<file path="config.mk">
export PLATFORM = sky130hd
export DESIGN_NAME = pc_unit
export DESIGN_NICKNAME = d
export VERILOG_FILES = /design/src/rtl/pc_unit.sv
export SDC_FILE = /design/constraint.sdc
export NUM_CORES = 1
export LEC_CHECK = 0
export CORE_MARGIN = 1.5
export CORE_UTILIZATION = 53
export CTS_CLUSTER_DIAMETER = 100
export DETAILED_ROUTE_END_ITERATION = 7
export PLACE_DENSITY = 0.87
export RECOVER_POWER = 25
export SYNTH_ARGS = -nofsm -noshare
export SYNTH_HDL_FRONTEND = slang
export SYNTH_SLANG_ARGS = --single-unit
</file>
<file path="constraint.sdc">
create_clock -name clk -period 14.9 [get_ports clk]
set_input_delay 2.98 -clock clk [delete_from_list [all_inputs] [get_ports clk]]
set_output_delay 2.98 -clock clk [all_outputs]
set_load 0.02 [all_outputs]
</file>
<file path="src/rtl/pc_unit.sv">
// Program counter for the multi-cycle core: next-PC select, EPC capture,
// misaligned-target trap and a small circular return-address stack.
module pc_unit #(
  parameter int          BIT_WIDTH    = 32,
  parameter logic [31:0] RESET_VECTOR = 32'h0040_0000,
  parameter logic [31:0] EXC_VECTOR   = 32'h8000_0180,
  parameter int          RAS_DEPTH    = 4
) (
  input  logic                 clk,
  input  logic                 rst,
  input  logic                 pc_en,
  input  logic                 branch_taken,
  input  logic [BIT_WIDTH-1:0] branch_offset,
  input  logic                 jump,
  input  logic [25:0]          jump_target,
  input  logic                 jump_reg,
  input  logic [BIT_WIDTH-1:0] reg_target,
  input  logic                 link,
  input  logic                 ret,
  input  logic                 exc_req,
  input  logic                 eret,
  output logic [BIT_WIDTH-1:0] pc_out,
  output logic [BIT_WIDTH-1:0] pc_plus4,
  output logic [BIT_WIDTH-1:0] epc,
  output logic                 misaligned,
  output logic [BIT_WIDTH-1:0] ras_top,
  output logic                 ras_valid,
  output logic                 ras_overflow
);

  localparam int PW = (RAS_DEPTH > 1) ? $clog2(RAS_DEPTH) : 1;
  localparam int CW = PW + 1;
  localparam logic [BIT_WIDTH-1:0] RST_PC = BIT_WIDTH'(RESET_VECTOR);
  localparam logic [BIT_WIDTH-1:0] EXC_PC = BIT_WIDTH'(EXC_VECTOR);
  localparam logic [CW-1:0] FULL = CW'(RAS_DEPTH);

  logic [BIT_WIDTH-1:0] br_tgt;
  logic [BIT_WIDTH-1:0] j_tgt;
  logic [BIT_WIDTH-1:0] tgt;
  logic                 trap;
  logic                 upd;
  logic                 push;
  logic                 pop;

  logic [BIT_WIDTH-1:0] ras_mem [RAS_DEPTH];
  logic [PW-1:0]        sp;
  logic [PW-1:0]        sp_inc;
  logic [PW-1:0]        sp_dec;
  logic [CW-1:0]        cnt;

  assign pc_plus4 = pc_out + BIT_WIDTH'(4);
  assign br_tgt   = pc_plus4 + (branch_offset << 2);
  assign j_tgt    = {pc_plus4[BIT_WIDTH-1:28], jump_target, 2'b00};

  always_comb begin
    tgt = pc_plus4;
    priority case (1'b1)
      eret:         tgt = epc;
      jump_reg:     tgt = reg_target;
      jump:         tgt = j_tgt;
      branch_taken: tgt = br_tgt;
      default:      tgt = pc_plus4;
    endcase
  end

  assign trap = pc_en & ~exc_req & (|tgt[1:0]);
  assign upd  = pc_en & ~exc_req & ~trap;
  assign push = upd & link & (jump | jump_reg);
  // an empty pop is dropped so a same-cycle push acts as a plain push
  assign pop  = upd & ret & jump_reg & (cnt != '0);

  assign sp_inc = sp + 1'b1;
  assign sp_dec = sp - 1'b1;

  assign ras_valid = (cnt != '0);
  assign ras_top   = ras_valid ? ras_mem[sp] : '0;

  always_ff @(posedge clk or posedge rst) begin
    if (rst) begin
      pc_out     <= RST_PC;
      epc        <= '0;
      misaligned <= 1'b0;
    end else begin
      misaligned <= trap;
      if (exc_req || trap) begin
        pc_out <= EXC_PC;
        epc    <= pc_out;
      end else if (pc_en) begin
        pc_out <= tgt;
      end
    end
  end

  always_ff @(posedge clk or posedge rst) begin
    if (rst) begin
      sp           <= '0;
      cnt          <= '0;
      ras_overflow <= 1'b0;
      for (int i = 0; i < RAS_DEPTH; i++)
        ras_mem[i] <= '0;
    end else begin
      ras_overflow <= 1'b0;
      if (push && pop) begin
        ras_mem[sp] <= pc_plus4;
      end else if (push) begin
        sp              <= sp_inc;
        ras_mem[sp_inc] <= pc_plus4;
        if (cnt == FULL)
          ras_overflow <= 1'b1;
        else
          cnt <= cnt + 1'b1;
      end else if (pop) begin
        sp  <= sp_dec;
        cnt <= cnt - 1'b1;
      end
    end
  end

endmodule
</file>
==> results.txt, run 1 <==
The transition time at the pin with the least slew margin is around 5.7 ns. The required time at the worst-slack endpoint is 14.10 ns. Summed over all nets, the half-perimeter wirelength after detailed placement is 26.8 mm. The number of input and output port buffers inserted came out at 228. The die area is 0.0231 mm².

The clock slew seen by the registers of the worst setup and hold paths is 0.07 ns. The core area came out at between 0.02 and 0.025 mm². The final max-slew violation count came out at 156. The met1 usage is a little over two fifths. The vertical die dimension came out at 152 µm. The cell chosen for the clock root is clkbuf_16. The number of cells on the worst reg-to-reg path is 15. In the routed layout, each cell is associated on average with a via count of ~6.4. The number of I/O pins is ~230. Setup violations remaining at the end of the flow were counted as 0.

The number of antenna violations at the first check in global routing is 2. Entering global routing, the biggest net connects 130 pins. The remaining design rule violation count is 0. The first element of the critical path is rst. The static leakage came out at ~0.0064 µW. At the end of the flow, the number of nets in the layout was 1565. The critical path goes through dlygate4sd3_1 > clkinvlp_2.

TritonCTS built the clock tree. The met2 routing resource usage after global routing is 54.7%. The wire length of the first global-routing pass came out at 59.4 mm. The clock share of power is about a fifth.

The post-route antenna net violation count came out at 0. The post-route clock period utilization is roughly half. In the synthesized netlist, the number of instances is 1236. The run finished, with violations left.

The number of synthesized register bits is 199. The gate family responsible for the most delay along the worst path is buffers and inverters. The maximum clock insertion buffer count is 2. The worst register-to-register path ends at pc_out[31]. The number of max-cap violations is 2. The power consumption is 2220 µW.

The die is 152 µm wide. The global-route congestion overflow total came out at 0. Subtracting the final worst setup slack from the clock period gives 7.54 ns. The internal portion of the total power is approximately 1400 µW. For this block, the initial DRC count from the detailed router was 1083. The final number of hold-violating endpoints is 0. Across the routed clock network, the largest skew measured is approximately 0.013 ns.

The share of total power consumed by net switching came out at 36.3%. After global routing, the most crowded layer is met2. The critical path arrival is 6.74 ns. The number of placed instances with taps included came out at 1683. In this run the register-to-register setup slack is approximately 10 ns. In the post-synthesis netlist, the biggest area contributors are dfrtp_1 (42%), a21oi_1 (7.4%), mux4_2 (6.1%), nor2_1 (5.5%), ha_1 (4.4%). The warning count from the yosys run is 0. The number of core rows is 54. Following the worst setup path forward leads to its endpoint at sp[0].

The routed length per instance is 22.1 µm. The number of detailed-routing iterations run before antenna repair came out at 8. The post-synthesis instance area came out at 0.0118 mm².

The share of Yosys cell area claimed by the top area cell type is approximately 42%. The sequential fraction of design power came out at 38.0%. The number of buffers created by CTS is 17. The number of flops mapped to enable cells by yosys came out at 0. The final estimated routing congestion in global placement came out at 1.00.

The proportion of synthesized chip area in sequential cells came out at 42.3%. Post-CTS repair changed the size of 0 cells. The cell with the largest stage delay on the worst path is clkinvlp_2. The proportion of layout cells with a drive suffix above 1 came out at approximately a tenth. The post-synthesis cell type count came out at 79. The largest fanout on the critical path is 129. The number of setup buffers added after CTS came out at 0. The synthesis-to-finish area growth is 25.6%. Setup repair after global routing left no endpoint under its margin. The source-to-sink clock delay at the later pin of the worst-skew pair is approximately 0.46 ns. CTS built an H-tree with a depth of 4. The largest voltage drop on the vdd net came out at between 0.1 and 0.15 mV.

The total via count after detailed routing came out at 10900. The global-route met3 utilization came out at under 10%. The total buffers and inverters traversed by the critical path is 2. The checks that failed: max-capacitance violations, max-slew violations. STA classifies the critical path startpoint as a primary input. The synthesized netlist net count is 1379. The post-synthesis average cell area is between 9 and 10 µm². Hold repair after CTS inserted 0 buffers. The critical path depth is 2. The reg-to-reg startpoint is pc_out[2].

The overall routing resource usage came out at ~33%. The number of fill cells is 1636. In the post-synthesis netlist, the cell with the most instances is dfrtp_1. The worst setup path is of the in -> async kind. For this design the ratio of total power to cell area is 150 mW/mm². Ranked by instance count, the synthesized netlist is headed by dfrtp_1 (198), a21oi_1 (174), nor2_1 (173). For this design the total switching power over the nets is 804 µW. After synthesis, the share of flip-flops with an asynchronous set or reset is 100%.

The biggest cell delay along the critical path came out at 3.13 ns. The share of power burned in combinational logic came out at 40.9%. The effective utilization at floorplan came out at 53.9%.

dfrtp_1 takes more of the synthesized area than any other cell. The path class of the tightest hold or removal check is reg -> reg. The final non-filler cell total is 1717.

The number of global-route vias before repair is around 11000. Headroom to the max-slew limit came out at -280%. The final layout contains routed wiring with a total length of around 38 mm. Among all flip-flop cells after synthesis, the most frequent one is dfrtp_1. The final setup TNS is 0 ns. STA classifies the critical path endpoint as an asynchronous set/reset pin. The achievable frequency came out at 133 MHz.

The clock sink count is around 200.
==> registers in the layout, summed over array words and instances (netlist names) <==
name and cells:
cnt 3, sp 2, epc 32, misaligned 1, pc_out 32, ras_mem 128, ras_overflow 1
==> cell type report <==
cell class                 instances  area (µm²)  share of cell area, %
antenna                            2        5.00                 0.0339
clock inverter                    14         156                   1.06
inverter                          61         230                   1.56
clock buffer                      18         429                   2.91
multi-input combinational        902        6240                   42.3
sequential                       199        4980                   33.7
timing repair buffer             241        2380                   16.1
tap                              280         350                   2.37
==> power by group through the flow <==
stage	Combinational [µW]	Clock (µW)	Sequential (µW)
global route	978	492	862
finish	906	469	842
floorplan	594	0	801
detailed placement	898	0	845
global placement	870	0	829
CTS	911	467	839
==> cells in the final DEF (no fill, tap or decap), drive strengths merged, types with 6 or more instances in the layout <==
cell type	instances
nand2	56
mux4	32
a21oi	174
o211ai	10
a211oi	14
xor2	20
buf	12
or3	6
nand4	17
o21ai	60
dfrtp	198
nand2b	6
ha	41
a31oi	10
o22ai	10
and4	8
a221o	6
mux2i	10
xnor2	29
o21a	8
clkinv	7
nor2	178
a21o	10
mux2	41
a22oi	14
and2	40
clkdlybuf4s50	224
nand3	23
inv	66
clkbuf	19
nor3	15
==> worst min-delay path by stage <==
| stage | from | end | depth (start not counted) |
|---|---|---|---|
| 6_report | ras_mem[64] | ras_mem[64] | 1 |
| 5_1_grt | ras_mem[64] | ras_mem[64] | 1 |
| 4_1_cts | ras_mem[64] | ras_mem[64] | 1 |
| 3_5_place_dp | ras_mem[64] | ras_mem[64] | 1 |
| 3_3_place_gp | ras_mem[67] | ras_mem[67] | 1 |
| 2_1_floorplan | ras_mem[32] | ras_mem[32] | 1 |
==> stage by stage <==
stage               hold slack, ns  cell area, µm²  util (%)  setup WS, ns
floorplan                    0.475           11800         -          6.50
finish                       0.513           14800      67.7          7.36
global placement             0.484           14200      65.0          7.48
CTS                          0.513           14800      67.7          7.79
global route                 0.529           14800      67.7          6.31
detailed placement           0.496           14200      65.0          7.37
==> logic make-up (layout without fill, tap and decap cells) <==
logic type | Yosys count | count (layout) | share of synthesized area, %
AOI/OAI and AO/OA | 360 | 360 | 18.6
xor gates and xnor gates | 49 | 49 | 3.71
adders and majority gates | 43 | 43 | 4.70
buffers and inverters | 135 | 334 | 4.83
DFF | 199 | 199 | 42.3
muxes | 83 | 83 | 10.9
other | 0 | 2 | 0
and+or+nand+nor | 367 | 367 | 14.9
==> routing by layer <==
layer,share of wire [%],up-vias
li1,-,4809
met1,37,5322
met2,49,669
met3,9.4,114
met4,4.4,0
met5,0,-
(Power assumes the default switching activity.)
==> inputs of run 2 (changes only) <==
--- a/config.mk
+++ b/config.mk
@@ -6,10 +6,10 @@
 export NUM_CORES = 1
 export LEC_CHECK = 0
 export CORE_MARGIN = 1.5
-export CORE_UTILIZATION = 53
+export CORE_UTILIZATION = 48
 export CTS_CLUSTER_DIAMETER = 100
 export DETAILED_ROUTE_END_ITERATION = 7
-export PLACE_DENSITY = 0.87
+export PLACE_DENSITY = 0.83
 export RECOVER_POWER = 25
 export SYNTH_ARGS = -nofsm -noshare
 export SYNTH_HDL_FRONTEND = slang
==> constraint.sdc (replaced) <==
create_clock -name clk -period 6.7 [get_ports clk]
set_input_delay 1.34 -clock clk [delete_from_list [all_inputs] [get_ports clk]]
set_output_delay 1.34 -clock clk [all_outputs]
set_load 0.02 [all_outputs]
==> run 2 against run 1 <==
  * Wire length up 0.94%
  * Sequential power up 120%
  * Critical endpoint is now ras_mem[29]
  * Largest power group unchanged
  * The run still ends with max-capacitance violations, max-slew violations left
  * Register-to-register slack worse by 8.2 ns
  * Sequential share of layout area down 0.26 points
  * Non-clock buffer count up 4
  * Combinational power up 120%
  * Core utilization down 6.1 points
  * First-iteration DRC count down 21%
  * Cell area up 0.76%
  * Clock power up 130%
  * Critical path depth up 10
  * Worst setup slack worse by 6.1 ns
==> results.txt, run 2 (synthesized netlist as in run 1, its figures left out) <==
The number of setup buffers added after CTS is 0 (unchanged). The post-route antenna net violation count came out at 0 (unchanged). The vertical die dimension came out at 160 µm (+5.0%). The number of nets in the final layout was 1569 (+0.26%). The number of H-tree levels is 4 (unchanged). The clock slew seen by the registers of the worst setup and hold paths came out at 0.08 ns (about the same). The effective utilization at floorplan was 48.7% (-5.2 points). The final reports fail on max-capacitance violations, max-slew violations. The post-detailed-placement cell area came out at 0.0143 mm² (+0.57%). The routed metal-1 wire length is 14.8 mm (+4.2%). The final estimated routing congestion in global placement is 0.999 (-0.50%). The number of buffers created by CTS is 17 (unchanged).

The number of flip-flops under the largest register name came out at 128 (unchanged). The max-slew headroom at the worst pin is -16.7% (+260 points). The synthesis-to-finish area growth came out at 26.5%. The setup slack after layout is 1.29 ns (-6.06 ns).

The transition time at the pin with the least slew margin is 1.75 ns (-3.92 ns). The placed wire-length estimate is 27.8 mm (+3.5%). The total via count after detailed routing came out at 10800 (-1.3%). Setup repair after global routing left no endpoint under its margin.

The maximum clock insertion buffer count is 2 (unchanged). The critical path in this run is classified as in -> reg. The routed length per instance is 21.7 µm (-1.7%). The sort of element at the start of the critical path is a primary input. The post-cts resize count came to 0 (unchanged). The library cell used most frequently in the layout, excluding fill and tap cells, is dfrtp_1. The number of detailed-routing iterations run before antenna repair was 6 (-2). The final number of hold-violating endpoints is 0 (unchanged).

The final setup TNS came out at 0 ns (unchanged). The amount of wire on met3 after detailed routing is 3.11 mm (-12%). The number of input and output port buffers inserted is 228 (unchanged). The flow ran to the end, but the final reports show violations. The source-to-sink clock delay at the later pin of the worst-skew pair was 0.44 ns (-0.02 ns).

The post-route clock period utilization came out at between 80% and 90%. The post-route cell area came out at 0.0149 mm² (+0.76%). In the layout the commonest cells are dfrtp_1 (197), clkdlybuf4s50_1 (194), a21oi_1 (174).

The cell chosen for the clock root is clkbuf_16. The die area is 0.0255 mm² (+10%). TritonCTS built the clock tree. The global-route congestion overflow total came out at 0 (unchanged). The largest net degree at the start of global routing is 77 (-41%).

The count of endpoints failing setup in the final report is 0 (unchanged). The number of DRC markers in iteration 0 came out at 860 (-21%). The final non-filler cell total is 1764 (+2.7%). The number of antenna violations at the first check in global routing came out at 2 (unchanged).

The number of hold-repair buffers added at the cts stage is 0 (unchanged). The post-detailed-route via-to-cell ratio is 6.11 (-3.9%). The worst hold slack came out at 0.508 ns (-0.00447 ns). The worst setup path is captured at a flop. The worst clock skew on the final layout came to 0.0132 ns (+0.000683 ns).

The detailed router used layers up to and including met5. The proportion of layout cells with a drive suffix above 1 was 10.3% (+0.11 points). The total power divided by cell area came out at 334 mW/mm² (+120%). The final max-slew violation count is 72 (-54%). The number of global-route vias before repair is 10700 (-0.26%). The number of cells on the worst hold path is 1 (unchanged). The number of core rows came out at 57 (+5.6%). The remaining design rule violation count came out at 0 (unchanged). The worst hold path belongs to the class reg -> reg.

The final critical path time including I/O delays and setup is between 5 and 6 ns. The number of placed instances with taps included came out at 1731 (+2.9%). For this run, the top clock speed supported by timing is 185 MHz. The largest registers in the layout are ras_mem x128, epc x32, pc_out x32. The core area came to 0.0242 mm² (+11%).

The overall die width is 160 µm (+5.0%). The number of max-cap violations came out at 2 (unchanged). The critical path arrival is 5.76 ns (-0.98 ns).

The number of cells on the worst reg-to-reg path came out at 15 (unchanged). The worst setup slack after placement was 1.11 ns (-6.26 ns). The static leakage was 0.00649 µW (+1.7%). The largest voltage drop on the vdd net is 0.214 mV (+110%).

The required time at the worst-slack endpoint was 7.05 ns (-7.05 ns). The number of I/O pins came out at 231 (unchanged). The wire length of the first global-routing pass is 59.6 mm (+0.27%).

Counting flops per register, the top entry is ras_mem. The length of routed met2 wiring is 18.4 mm (-0.39%). The overall routing resource usage came out at 30.3% (-2.6 points).

The wire length reported by the detailed router is 38.2 mm (+0.94%). The clock sink count came out at 199 (unchanged). The largest fanout on the critical path came to 37 (-71%).
run 2: changes by cell type in the layout (fill, tap and decap cells not counted), moves of 2 or more:
cell / previous run / this run
clkdlybuf4s50_1: 224 / 194
buf_4: 12 / 15
clkinv_2: 2 / 0
dlygate4sd3_1: 4 / 34
run 2: report_power, final:
part           leakage, µW  switching, µW  internal (µW)
Sequential         0.00251            277           1580
Combinational      0.00367            987           1020
Clock             0.000304            511            582
Total              0.00649           1770           3190
run 2: cell type report:
type                    count  area [µm²]
fillers                  2012        9290
multi-input cells         902        6240
flip-flops and latches    199        4980
repair buffers            245        2400
clock buffers              19         443
well taps                 324         405
inverters                  61         230
clock inverters            13         179
diodes                      1        2.50
run 2: metal layers:
layer  vias up  track usage, %
met5         -               0
met4         2            15.1
met3       121            6.10
met2       591            50.2
met1      5255            37.8
li1       4803               -
run 2: final timing paths:
check | from | end | slack [ns]
hold reg to reg | ras_mem[67] | ras_mem[67] | 0.51
hold / removal | ras_mem[67] | ras_mem[67] | 0.51
max in group asynchronous | rst | pc_out[23] | 2.76
setup reg to reg | pc_out[2] | pc_out[31] | 1.84
setup / recovery | jump_reg | ras_mem[29] | 1.29
min in group asynchronous | rst | ras_mem[67] | 1.72
run 2: metrics by stage:
step	power [µW]	util (%)
2_1_floorplan	3100	-
3_3_place_gp	3800	59.0
3_5_place_dp	3880	59.0
4_1_cts	4980	61.6
5_1_grt	5220	61.6
6_report	4960	61.6
run 2: worst max-delay path, cell delays in order:
cell and delay (ns):
clkdlybuf4s50_1 0.75, or2_0 0.53, o211ai_1 0.21, a21oi_1 0.28
nand3_2 0.35, inv_1 0.29, ha_1 0.47, mux2i_1 0.20
nor2_4 0.68, buf_4 0.39, nor2_1 0.07, a21oi_1 0.16
